### src/rtl/mu0_control_pkg.sv
// Shared MU0 control definitions: opcodes, ALU function codes, FSM state codes,
// mux select meanings and the decoded control bundle.
package mu0_defs;

   localparam logic [3:0] OP_LDA = 4'h0;
   localparam logic [3:0] OP_STA = 4'h1;
   localparam logic [3:0] OP_ADD = 4'h2;
   localparam logic [3:0] OP_SUB = 4'h3;
   localparam logic [3:0] OP_JMP = 4'h4;
   localparam logic [3:0] OP_JGE = 4'h5;
   localparam logic [3:0] OP_JNE = 4'h6;
   localparam logic [3:0] OP_STP = 4'h7;

   typedef enum logic [1:0] {
      FS_PASS_Y = 2'b00,
      FS_ADD    = 2'b01,
      FS_INC_X  = 2'b10,
      FS_SUB    = 2'b11
   } alu_fs_e;

   typedef enum logic [1:0] {
      ST_FETCH = 2'b00,
      ST_EXEC  = 2'b01,
      ST_HALT  = 2'b10
   } state_e;

   localparam logic ADDR_PC = 1'b0;
   localparam logic ADDR_IR = 1'b1;
   localparam logic X_PC    = 1'b0;
   localparam logic X_ACC   = 1'b1;
   localparam logic Y_MEM   = 1'b0;
   localparam logic Y_IR    = 1'b1;

   typedef struct packed {
      logic       addr_sel;
      logic       x_sel;
      logic       y_sel;
      logic [1:0] alu_fs;
      logic       pc_en;
      logic       ir_en;
      logic       acc_en;
      logic       mem_rd;
      logic       mem_wr;
      logic       fetch;
      logic       halted;
   } ctrl_t;

   // Opcodes 0..3 touch memory in EXEC and therefore wait for mem_ack.
   function automatic logic is_mem_op(input logic [3:0] f);
      return (f == OP_LDA) || (f == OP_STA) || (f == OP_ADD) || (f == OP_SUB);
   endfunction

endpackage

### src/rtl/mu0_control_decode.sv
// Combinational control decode: current state, opcode, flags and memory
// acknowledge to datapath selects, enables and memory requests.
module mu0_decode
   import mu0_defs::*;
(
   input  logic [1:0] state,
   input  logic [3:0] f,
   input  logic       n,
   input  logic       z,
   input  logic       mem_ack,
   output ctrl_t      ctrl
);

   always_comb begin
      ctrl = '0;
      case (state)
         ST_FETCH: begin
            ctrl.fetch    = 1'b1;
            ctrl.addr_sel = ADDR_PC;
            ctrl.mem_rd   = 1'b1;
            ctrl.x_sel    = X_PC;
            ctrl.alu_fs   = FS_INC_X;
            ctrl.ir_en    = mem_ack;
            ctrl.pc_en    = mem_ack;
         end
         ST_EXEC: begin
            case (f)
               OP_LDA: begin
                  ctrl.addr_sel = ADDR_IR;
                  ctrl.mem_rd   = 1'b1;
                  ctrl.y_sel    = Y_MEM;
                  ctrl.alu_fs   = FS_PASS_Y;
                  ctrl.acc_en   = mem_ack;
               end
               OP_STA: begin
                  ctrl.addr_sel = ADDR_IR;
                  ctrl.mem_wr   = 1'b1;
                  ctrl.x_sel    = X_ACC;
               end
               OP_ADD, OP_SUB: begin
                  ctrl.addr_sel = ADDR_IR;
                  ctrl.mem_rd   = 1'b1;
                  ctrl.x_sel    = X_ACC;
                  ctrl.y_sel    = Y_MEM;
                  ctrl.alu_fs   = (f == OP_ADD) ? FS_ADD : FS_SUB;
                  ctrl.acc_en   = mem_ack;
               end
               OP_JMP, OP_JGE, OP_JNE: begin
                  ctrl.y_sel  = Y_IR;
                  ctrl.alu_fs = FS_PASS_Y;
                  ctrl.pc_en  = (f == OP_JMP) ? 1'b1 :
                                (f == OP_JGE) ? ~n : ~z;
               end
               default: ;
            endcase
         end
         ST_HALT: ctrl.halted = 1'b1;
         default: ;
      endcase
   end

endmodule

### src/rtl/mu0_control.sv
// MU0 fetch/execute sequencer: state register, next-state logic and the
// reset gate on the decoded controls.
//   state    | meaning
//   ST_FETCH | read instruction at PC, load IR, PC+1 on mem_ack
//   ST_EXEC  | execute IR; memory ops wait for mem_ack
//   ST_HALT  | stopped after STP, left only by reset
module mu0_control
   import mu0_defs::*;
(
   input  logic       clk,
   input  logic       reset_n,
   input  logic [3:0] F,
   input  logic       N,
   input  logic       Z,
   input  logic       mem_ack,
   output logic       addr_sel,
   output logic       x_sel,
   output logic       y_sel,
   output logic [1:0] alu_fs,
   output logic       pc_en,
   output logic       ir_en,
   output logic       acc_en,
   output logic       mem_rd,
   output logic       mem_wr,
   output logic       fetch,
   output logic       halted
);

   state_e state_q, state_d;
   ctrl_t  dec_ctrl;
   ctrl_t  out_ctrl;

   always_comb begin
      state_d = state_q;
      case (state_q)
         ST_FETCH: if (mem_ack) state_d = ST_EXEC;
         ST_EXEC: begin
            if (F == OP_STP)      state_d = ST_HALT;
            else if (!is_mem_op(F)) state_d = ST_FETCH;
            else if (mem_ack)      state_d = ST_FETCH;
         end
         ST_HALT:  state_d = ST_HALT;
         default:  state_d = ST_FETCH;
      endcase
   end

   always_ff @(posedge clk or negedge reset_n) begin
      if (!reset_n) state_q <= ST_FETCH;
      else          state_q <= state_d;
   end

   mu0_decode u_decode (
      .state   (state_q),
      .f       (F),
      .n       (N),
      .z       (Z),
      .mem_ack (mem_ack),
      .ctrl    (dec_ctrl)
   );

   // The FETCH read request must not escape while reset is held.
   always_comb begin
      out_ctrl = dec_ctrl;
      if (!reset_n) begin
         out_ctrl       = '0;
         out_ctrl.fetch = 1'b1;
      end
   end

   assign addr_sel = out_ctrl.addr_sel;
   assign x_sel    = out_ctrl.x_sel;
   assign y_sel    = out_ctrl.y_sel;
   assign alu_fs   = out_ctrl.alu_fs;
   assign pc_en    = out_ctrl.pc_en;
   assign ir_en    = out_ctrl.ir_en;
   assign acc_en   = out_ctrl.acc_en;
   assign mem_rd   = out_ctrl.mem_rd;
   assign mem_wr   = out_ctrl.mem_wr;
   assign fetch    = out_ctrl.fetch;
   assign halted   = out_ctrl.halted;

endmodule

### config.mk
export PLATFORM = sky130hd
export DESIGN_NAME = mu0_control
export DESIGN_NICKNAME = d
export VERILOG_FILES = /design/src/rtl/mu0_control_pkg.sv /design/src/rtl/mu0_control_decode.sv /design/src/rtl/mu0_control.sv
export SDC_FILE = /design/constraint.sdc
export NUM_CORES = 1
export LEC_CHECK = 0
export ABC_AREA = 1
export CORE_AREA = 2 2 39 41
export DETAILED_ROUTE_END_ITERATION = 16
export DIE_AREA = 0 0 41 43
export DONT_BUFFER_PORTS = 1
export PLACE_DENSITY = 0.35
export SLEW_MARGIN = 20
export SYNTH_ARGS = -nofsm -noshare
export SYNTH_HDL_FRONTEND = slang
export SYNTH_SLANG_ARGS = --single-unit
### constraint.sdc
create_clock -name clk -period 1.3 [get_ports clk]
set_input_delay 0.26 -clock clk [delete_from_list [all_inputs] [get_ports clk]]
set_output_delay 0.26 -clock clk [all_outputs]
set_load 0.005 [all_outputs]
Word level (Yosys, flattened, before mapping). Cells that the tools add are included.

Memories: 0. Output and inout port bits: 12. Latch bits: 0. ROM bits: 0. Bits in writable memories: 0. Register bits after elaboration: 2. Word-level logic and storage cells: 49.

Equal/unequal tests: 11. $lt $le $gt $ge: 0. $add $sub $neg: 0. Bitwise logic cells: 2. Reduce and logical (&&, ||, !) cells: 11. Shift operators: 0. Div/mod/pow operators: 0. Multiply operators: 0. Mux-type cells: 24.

Operator list (count): equality test 4 x 3 -> 1 bit, second input constant (4); two-way mux 2 bit (7); two-way mux 1 bit (12); two-way mux 12 bit (1); one-hot mux 3 bit (2 select lines) (2); OR reduction 3 bit (3); equality test 4 x 2 -> 1 bit, second input constant (2); one-hot mux 2 bit (3 select lines) (1); equality test 4 x 1 -> 1 bit, second input constant (1); logical NOT 4 bit (1); inequality test 4 bit, second input constant (1); OR reduction 4 bit (1); logical OR 1 bit (3); equality test 2 x 1 -> 1 bit, second input constant (1); equality test 2 bit, second input constant (1); logical NOT 2 bit (1); inequality test 2 bit, second input constant (1); NOT 1 bit (2); one-hot mux 1 bit (2 select lines) (1); AND reduction 2 bit (1); OR reduction 2 bit (1).

Depth between registers and ports, before layout. Gate-level depths: netlist (run 1).

Word-level depth: 7. Mapped depth: 7. Mapped depth without buffers: 7.

Modules after synthesis. From an unflattened synthesis (run 1), not the netlist that was laid out.

Cells, all modules: 78. Area total of the unflattened synthesis: 415.4 µm².

Modules (own cells, without submodules): mu0_control (area an instance 245.2 µm², cells an instance 44, seq. area each 50.0 µm², instances 1); mu0_decode (area an instance 170.2 µm², cells an instance 34, seq. area each 0.0 µm², instances 1).

Least setup slack after synthesis (run 1). OpenSTA, ideal clock, no wires.

Path type: reg-to-output. Start point: register state_q[1]. End point: output x_sel. Arrival: 0.871 ns. Setup slack: 0.169 ns. Cell stages (with the launch flop): 6. Data required time: 1.040 ns. Path through: dfrtp_1 nor2_4 nand2_2 nor2_4 inv_2 a21oi_2.

Cells in the longest elaborated chain, start to end: 3.

Ends and longest elaborated chain: from (decl) (line mu0_control.sv:29) `state_e state_q, state_d;`; from (signal assigned) (line mu0_control.sv:49) `else state_q <= state_d;`; equality test 2 x 1 -> 1 bit (line mu0_control_decode.sv:16) `case (state)`; two-way mux 2 bit (line mu0_control_decode.sv:16); two-way mux 12 bit (line mu0_control.sv:64) `if (!reset_n) begin`; to (decl) (line mu0_control.sv:17) `output logic x_sel,`.

Every way passes these cells.

Final worst setup path (run 1). Same ends and word-level chain as after synthesis.

==> impl_metrics.py, run 1 <==
metrics = {
    "critical_path": {
        "worstPathRequired_ns": 1.04,
        "arrival_ns": 1.20,
        "start_kind": "register",
        "critPathCaptureType": "output pin",
        "critPathSlowestCell": "dfrtp_1",
        "timing.rr.end": "state_q[0]",
        "ff2ff_path_depth": 4,
        "critPathBufInv": 1,
        "crit_path_end": "x_sel",
        "critical_path.max_fanout": 4,
        "path_depth": 5,
        "crit_start": "state_q[1]",
        "crit_top_cell": "nor2_4",
        "slowest_delay_ns": 0.40,
        "path_cells": "nor2_4, nand2_2, nor2_4, inv_2, a21oi_2",
        "r2r_slack_ns": 0.28,
        "r2r-start": "state_q[1]",
        "crit_family": "flip-flops",
        "crit_type": "reg2out",
    },
    "run": {
        "maxCapViolCount": 0,
    },
    "pwr": {
        "p_int_w": 0.000173,
        "p_per_area_nw_per_um2": 645,
        "ir_worst_vdd_mv": 0.153,
        "power_frac_clock": 0.589,
        "pwr-share-comb": 0.138,
        "pwr-share-seq": 0.273,
        "total_leakage_power_nw": 0.164,
        "finalPower_w": 0.000230,
        "swShare": 0.246,
        "power.net_switching_w": 0.0000566,
    },
    "synth": {
        "ys_seq_area_frac": 0.189,
        "syn_avg_cell_area_sq_um": 5.64,
        "yosysUniqueCellTypes": 14,
        "synth-seq-cells": 2,
        "syn_inst": 47,
        "syn-num-nets": 56,
        "ys_warn_count": 0,
        "syn_area_sq_um": 265,
    },
    "layout": {
        "regArea_sq_um": 50.0,
        "mostFrequentLayoutCells": "inv_1, nand2_1, nor2_1, nor2_2",
        "layout_commonest_cell": "inv_1",
        "largest_reg_flops": 2,
        "largestRegisters": "state_q x2",
        "num_antenna_cells": 0,
        "finalNetCount": 65,
        "syn_to_final_growth_pct": 34.4,
        "multi_input_area_sq_um": 186,
        "top_register": "state_q",
        "drive_gt1_frac": 0.370,
        "fill_cells": 161,
    },
    "hold_path": {
        "hold_class": "in2reg",
    },
    "placement": {
        "portBuffers": 0,
        "place_hpwl_um": 615,
        "gp_congestion": 0.704,
    },
    "clocking": {
        "clock-sinks": 2,
        "insertion_delay_ns": 0.22,
        "clockBufferDepth": 2,
        "cts_root_buf": "clkbuf_4",
        "htree_num_levels": 1,
        "path_clk_slew_ns": 0.03,
        "numCtsBuffers": 3,
        "cts_tree": "yes",
    },
    "floorplanning": {
        "die_w_um": 41,
        "ios": 21,
        "die_area_sq_um": 1760,
        "start_util": 0.192,
        "row_count": 14,
        "die_y_um": 43,
        "core_sq_um": 1380,
    },
    "detailed_routing": {
        "drc": 0,
        "avgViaCountPerCell": 4.40,
        "first_iter_violations": 1,
        "wl_per_cell_um": 11.0,
        "antenna_left": 0,
        "firstDrtPassIters": 2,
        "topRoutingLayerUsed": "met3",
        "vias": 308,
        "dr_wl_met3_um": 69,
        "routed_wirelength_um": 770,
        "wl_met2_um": 368,
        "met1_length_um": 332,
    },
    "sta": {
        "hold_viol_final": 0,
        "tightest_slew_ns": 0.286,
        "fmax_ghz": 0.687,
        "fin_crit_ns": 1.46,
        "slew_headroom": 0.809,
        "final_max_slew_viol_count": 0,
        "finalCritPeriodShare": 1.12,
        "grt_setup_unrepaired": "true",
        "setup-tns-final_ns": -0.917,
        "setup_viol": 8,
        "finClkSkew_ns": 0.000573,
        "fin_ws_ns": -0.155,
    },
    "status": {
        "violations": "negative setup slack",
        "status": "complete, but fails checks",
    },
    "global_route": {
        "track_usage": 0.106,
        "grt_max_degree": 7,
        "grt_pass1_wl_mm": 1.26,
        "grt_overflow": 0,
        "antenna_found_initial": 0,
        "grt_pass1_vias": 313,
    },
}
[cell families after synthesis]
kind of cell           synth area share
AO/OA/AOI/OAI                     0.146
buffers and inverters             0.170
flip-flops                        0.189
AND/OR/NAND/NOR                   0.495
[area by class of cell]
class,count,share of cell area
Multi-Input combinational cell,33,0.523
Clock buffer,3,0.0632
Timing Repair Buffer,4,0.0912
Tap cell,16,0.0561
Sequential cell,2,0.140
Inverter,12,0.126
[worst min path at each step]
stage | startpoint | endpoint | slack [ns] | cells after the start
3_5_place_dp | reset_n | state_q[1] | -0.04 | 0
3_3_place_gp | reset_n | state_q[1] | -0.04 | 0
5_1_grt | mem_ack | state_q[0] | 0.16 | 1
2_1_floorplan | reset_n | state_q[0] | -0.04 | 0
6_report | mem_ack | state_q[0] | 0.15 | 1
4_1_cts | mem_ack | state_q[0] | 0.14 | 1
[per-stage QoR]
step	instances	hold slack (ns)	utilization	worst slack [ns]	cell area, sq um
floorplan	47	-0.0356	-	0.169	265
finish	70	0.147	0.258	-0.155	357
global placement	63	-0.0355	0.206	0.0687	285
CTS	68	0.137	0.235	-0.162	325
detailed placement	63	-0.0355	0.206	0.0759	285
global route	70	0.155	0.258	-0.213	357
[power by group through the flow]
stage,Clock [W],Combinational (W),Sequential (W)
6_report,0.000135,0.0000318,0.0000628
2_1_floorplan,0,0.0000220,0.0000634
4_1_cts,0.000145,0.0000307,0.0000627
5_1_grt,0.000149,0.0000374,0.0000627
3_5_place_dp,0,0.0000272,0.0000634
3_3_place_gp,0,0.0000269,0.0000634
[worst register-to-register path, delay by kind of cell (launching register included)]
family	cells	cell delay, ns
buffers and inverters	1	0.14
AOI/OAI and AO/OA	1	0.13
and+or+nand+nor	2	0.27
DFF	1	0.40
[metal layers]
layer  track usage  vias to the layer above
met3        0.0419                        0
met4        0.0600                        0
met2         0.159                       13
met1         0.121                      138
li1              -                      157
met5             0                        -
[what timing repair did]
item / 4_1_cts / 5_1_grt
endpoints found under the hold margin: 2 / 0
hold buffers: 1 / 0
pin swaps: 1 / 1
resized for setup: 0 / 5
buffers inserted: 1 / 2
setup endpoints to repair: 8 / 11
[Yosys cell counts (all sizes together)]
cell	n	area share
nor3	2	0.038
o21ai	1	0.019
inv	12	0.17
nor2	11	0.22
nand3	4	0.075
nand2	10	0.16
o22ai	1	0.024
dfrtp	2	0.19
a21oi	4	0.10
No activity file was read; power rests on OpenSTA's default activity.
==> inputs of run 2 (changes only) <==
- CTS_BUF_LIST: not set -> sky130_fd_sc_hd__clkbuf_16
==> impl_metrics.py, run 2 (synthesis gave the netlist of run 1 again) <==
metrics = {
    "status": {
        "status": "complete, but fails checks",
        "violations": "negative setup slack",
    },
    "clocking": {
        "clockBufferDepth": 2,
        "htree_num_levels": 1,
        "path_clk_slew_ns": 0.03,
        "insertion_delay_ns": 0.22,
        "cts_tree": "yes",
        "clock-sinks": 2,
        "numCtsBuffers": 3,
        "cts_root_buf": "clkbuf_16",
    },
    "floorplanning": {
        "die_w_um": 41,
        "row_count": 14,
        "core_sq_um": 1380,
        "ios": 21,
        "die_area_sq_um": 1760,
        "die_y_um": 43,
        "start_util": 0.192,
    },
    "critical_path": {
        "arrival_ns": 1.19,
        "slowest_delay_ns": 0.40,
        "worstPathRequired_ns": 1.04,
        "crit_family": "flip-flops",
        "path_depth": 5,
        "critPathSlowestCell": "dfrtp_1",
        "critical_path.max_fanout": 4,
        "r2r_slack_ns": 0.28,
        "crit_top_cell": "nor2_4",
        "ff2ff_path_depth": 4,
        "crit_type": "reg2out",
        "critPathCaptureType": "output pin",
        "crit_start": "state_q[1]",
        "r2r-start": "state_q[1]",
        "timing.rr.end": "state_q[0]",
        "start_kind": "register",
        "path_cells": "nor2_4, nand2_2, nor2_4, inv_2, a21oi_2",
        "critPathBufInv": 1,
        "crit_path_end": "x_sel",
    },
    "placement": {
        "portBuffers": 0,
        "place_hpwl_um": 615,
        "dpl.cell_count": 63,
        "gp_congestion": 0.704,
        "pre_cts_ws_ns": 0.0759,
    },
    "hold_path": {
        "hold_class": "in2reg",
    },
    "global_route": {
        "antenna_found_initial": 0,
        "grt_pass1_vias": 315,
        "grt_pass1_wl_mm": 1.26,
        "grtUsageMet2": 0.163,
        "use_met1": 0.118,
        "grt_overflow": 0,
        "use_met3": 0.0576,
        "track_usage": 0.109,
        "grt_max_degree": 7,
        "grt_busiest_layer": "met2",
    },
    "layout": {
        "mostFrequentLayoutCells": "inv_1, nand2_1, nor2_1, nor2_2",
        "fin_util": 0.296,
        "syn_to_final_growth_pct": 54.2,
        "layout_commonest_cell": "inv_1",
        "final_cells": 70,
        "finalNetCount": 65,
        "num_antenna_cells": 0,
        "drive_gt1_frac": 0.370,
        "largestRegisters": "state_q x2",
        "top_register": "state_q",
        "largest_reg_flops": 2,
    },
    "pwr": {
        "p_per_area_nw_per_um2": 1360,
        "power_frac_clock": 0.831,
        "power.net_switching_w": 0.0000950,
        "ir_worst_vdd_mv": 0.367,
        "total_leakage_power_nw": 0.187,
        "pwr-share-comb": 0.057,
        "pwr-share-seq": 0.112,
        "p_int_w": 0.000463,
        "swShare": 0.170,
    },
    "sta": {
        "hold_viol_final": 0,
        "fin_ws_ns": -0.152,
        "final_max_slew_viol_count": 0,
        "finalCritPeriodShare": 1.12,
        "grt_setup_unrepaired": "true",
        "setup_viol": 8,
        "tightest_slew_ns": 0.290,
        "fin_crit_ns": 1.45,
        "fmax_ghz": 0.689,
        "finClkSkew_ns": 0.0000442,
        "slew_headroom": 0.807,
    },
    "detailed_routing": {
        "wl_per_cell_um": 11.3,
        "routed_wirelength_um": 790,
        "drc": 0,
        "avgViaCountPerCell": 4.40,
        "firstDrtPassIters": 1,
        "first_iter_violations": 0,
        "antenna_left": 0,
        "vias": 308,
    },
    "run": {
        "maxCapViolCount": 0,
    },
}
[run 2: power by group through the flow]
stage | registers, W | clock network, W | logic [W]
2_1_floorplan | 0.0000634 | 0 | 0.0000220
3_3_place_gp | 0.0000634 | 0 | 0.0000269
3_5_place_dp | 0.0000634 | 0 | 0.0000272
4_1_cts | 0.0000628 | 0.000470 | 0.0000306
5_1_grt | 0.0000627 | 0.000473 | 0.0000374
6_report | 0.0000628 | 0.000464 | 0.0000317
[run 2: through the flow]
step	hold slack, ns	total power [W]	cell area [sq um]	setup TNS, ns
global placement	-0.0355	0.0000903	285	0
detailed placement	-0.0355	0.0000906	285	0
floorplan	-0.0356	0.0000854	265	0
CTS	0.146	0.000564	378	-0.810
finish	0.148	0.000558	409	-0.885
global route	0.169	0.000573	409	-1.31
[run 2: area by class of cell]
| cell class | instances | area [sq um] |
|---|---|---|
| Fill cell | 154 | 975 |
| Multi-Input combinational cell | 33 | 186 |
| Clock buffer | 3 | 75.1 |
| Sequential cell | 2 | 50.0 |
| Inverter | 12 | 45.0 |
| Timing Repair Buffer | 4 | 32.5 |
| Tap cell | 16 | 20.0 |
[run 2: worst min path at each step]
stage / start / to / slack, ns / cells past startpoint
final: mem_ack / state_q[0] / 0.15 / 1
after global routing: mem_ack / state_q[0] / 0.17 / 1
after CTS: mem_ack / state_q[0] / 0.15 / 1
after detailed placement: reset_n / state_q[1] / -0.04 / 0
after global placement: reset_n / state_q[1] / -0.04 / 0
after floorplan: reset_n / state_q[0] / -0.04 / 0
[run 2: per-layer routing]
layer	up-vias	part of all wire
met1	134	0.42
met2	14	0.46
met5	-	0
met3	3	0.096
met4	0	0.029
li1	157	-
[run 2: timing repair]
item / 4_1_cts / 5_1_grt
resized for setup: 0 / 5
pin swaps: 1 / 1
setup endpoints to repair: 8 / 10
endpoints found under the hold margin: 2 / 0
hold buffers: 1 / 0
buffers inserted: 1 / 2
==> inputs of run 3 (changes only) <==
- ABC_AREA: 1 -> 0
- PLACE_DENSITY: 0.35 -> 0.33
==> impl_metrics.py, run 3 <==
metrics = {
    "layout": {
        "largestRegisters": "state_q x2",
        "multi_input_area_sq_um": 190,
        "finalNetCount": 54,
        "layout_commonest_cell": "buf_4",
        "syn_to_final_growth_pct": 69.3,
        "mostFrequentLayoutCells": "buf_4, nor2_1, nand2_1, nand2b_1, clkbuf_16",
        "final_cells": 59,
        "largest_reg_flops": 2,
        "regArea_sq_um": 51.3,
        "fill_cells": 156,
        "top_register": "state_q",
        "num_antenna_cells": 0,
        "drive_gt1_frac": 0.465,
    },
    "sta": {
        "finClkSkew_ns": 0.00169,
        "fmax_ghz": 0.714,
        "setup_viol": 7,
        "hold_viol_final": 0,
        "fin_crit_ns": 1.40,
        "final_max_slew_viol_count": 0,
        "tightest_slew_ns": 0.164,
        "slew_headroom": 0.890,
        "fin_ws_ns": -0.101,
        "finalCritPeriodShare": 1.08,
        "setup-tns-final_ns": -0.431,
        "whs_ns": 0.218,
        "grt_setup_unrepaired": "true",
    },
    "critical_path": {
        "worstPathRequired_ns": 1.04,
        "ff2ff_path_depth": 4,
        "start_kind": "register",
        "crit_start": "state_q[1]",
        "arrival_ns": 1.14,
        "path_depth": 4,
        "critical_path.max_fanout": 5,
        "slowest_delay_ns": 0.40,
        "critPathBufInv": 1,
        "r2r-start": "state_q[1]",
        "crit_family": "simple AND/OR/NAND/NOR gates",
        "crit_type": "reg2out",
        "critPathCaptureType": "output pin",
        "r2r_slack_ns": 0.23,
        "critPathSlowestCell": "dfrtp_1",
        "path_cells": "nor2b_2, nand3_2, inv_2, and3_1",
    },
    "floorplanning": {
        "row_count": 14,
        "ios": 21,
        "die_area_sq_um": 1760,
        "die_y_um": 43,
        "die_w_um": 41,
        "core_sq_um": 1380,
        "start_util": 0.174,
    },
    "placement": {
        "gp_congestion": 0.634,
        "place_hpwl_um": 527,
        "dpl.cell_count": 50,
        "pre_cts_ws_ns": 0.0799,
        "portBuffers": 0,
    },
    "clocking": {
        "cts_tree": "yes",
        "htree_num_levels": 1,
        "insertion_delay_ns": 0.22,
        "path_clk_slew_ns": 0.03,
        "cts_root_buf": "clkbuf_16",
        "clockBufferDepth": 2,
        "clock-sinks": 2,
        "numCtsBuffers": 3,
    },
    "status": {
        "violations": "negative setup slack",
        "status": "complete, but fails checks",
    },
    "synth": {
        "ys_warn_count": 0,
        "yosysTopAreaCellShare": 0.208,
        "synth_edf_count": 0,
        "ys.flop_type": "dfrtp_1",
        "syn_avg_cell_area_sq_um": 7.28,
        "syn-num-nets": 42,
        "synthArstFlopShare": 1.00,
        "ys_seq_area_frac": 0.208,
        "synth_top_cell_by_area": "dfrtp_1",
        "syn_inst": 33,
        "syn_area_sq_um": 240,
        "synth_area_leaders": "dfrtp_1, nand2b_1, a21oi_1, nor2_1, and3_1",
        "yosysUniqueCellTypes": 20,
        "yosys-top-cells-count": "nor2_1, a21oi_1, nand2_1, nand2b_1",
        "yosysMostFrequentCell": "nor2_1",
        "synth-seq-cells": 2,
    },
    "detailed_routing": {
        "first_iter_violations": 2,
        "routed_wirelength_um": 756,
        "topRoutingLayerUsed": "met3",
        "wl_met2_um": 427,
        "antenna_left": 0,
        "met1_length_um": 271,
        "firstDrtPassIters": 3,
        "wl_per_cell_um": 12.8,
        "avgViaCountPerCell": 4.66,
        "vias": 275,
        "dr_wl_met3_um": 57,
        "drc": 0,
    },
    "pwr": {
        "finalPower_w": 0.000638,
        "ir_worst_vdd_mv": 0.903,
        "p_per_area_nw_per_um2": 1570,
        "total_leakage_power_nw": 0.185,
    },
    "hold_path": {
        "min_from": "F[1]",
        "whs_path_depth": 2,
        "hold_class": "in2reg",
    },
    "global_route": {
        "grt_pass1_vias": 316,
        "antenna_found_initial": 0,
        "grt_pass1_wl_mm": 1.26,
        "grt_overflow": 0,
        "track_usage": 0.106,
        "grt_max_degree": 8,
    },
    "run": {
        "maxCapViolCount": 0,
    },
}
==> run 3: cell types whose count changed after synthesis, moves of 2 or more <==
| cell | change |
|---|---|
| a21oi_2 | -2 |
| and3_1 | +2 |
| nand2_1 | -5 |
| nand2b_1 | +3 |
| nor3_1 | -2 |
| inv_1 | -9 |
| nand3_1 | -2 |
| nor2_1 | -4 |
| nand2_2 | -2 |
==> run 3: report_power, final <==
group          switching (W)  internal [W]
combinational      0.0000476     0.0000534
sequential        0.00000983     0.0000705
clock              0.0000658      0.000391
==> run 3: worst paths after layout <==
check | endpoint
min in group asynchronous | state_q[0]
setup reg to reg | state_q[1]
max in group asynchronous | state_q[0]
setup / recovery | acc_en
hold reg to reg | state_q[0]
hold / removal | state_q[1]
==> run 3: logic make-up after synthesis <==
group / synth area share
compound gates: 0.167
simple gates: 0.547
flops: 0.208
buf+inv: 0.0781
==> run 3: layout make-up <==
cell class                      instances  share of cell area
Sequential cell                         2               0.126
Tap cell                               16              0.0492
Clock buffer                            3               0.185
Multi-Input combinational cell         28               0.468
Timing Repair Buffer                    8               0.154
Inverter                                2              0.0185
==> run 3: timing repair <==
| item | in CTS | in global routing |
|---|---|---|
| buffers inserted | 4 | 1 |
| endpoints found under the setup margin | 11 | 11 |
| pin swaps | 1 | 0 |
| hold endpoints to repair | 2 | 0 |
| gates resized for setup | 6 | 1 |
| hold buffers | 1 | 0 |
| cloned | 0 | 0 |
==> run 3: layer usage <==
layer  vias up  global-route usage
met5         -                   0
met4         0              0.0800
met3         0              0.0209
met2        11               0.181
met1       129               0.103
li1        135                   -
==> run 3: stage by stage <==
| stage | instance area (sq um) | utilization |
|---|---|---|
| floorplan | 240 | - |
| global placement | 264 | 0.191 |
| detailed placement | 264 | 0.191 |
| CTS | 395 | 0.286 |
| global route | 407 | 0.294 |
| finish | 407 | 0.294 |
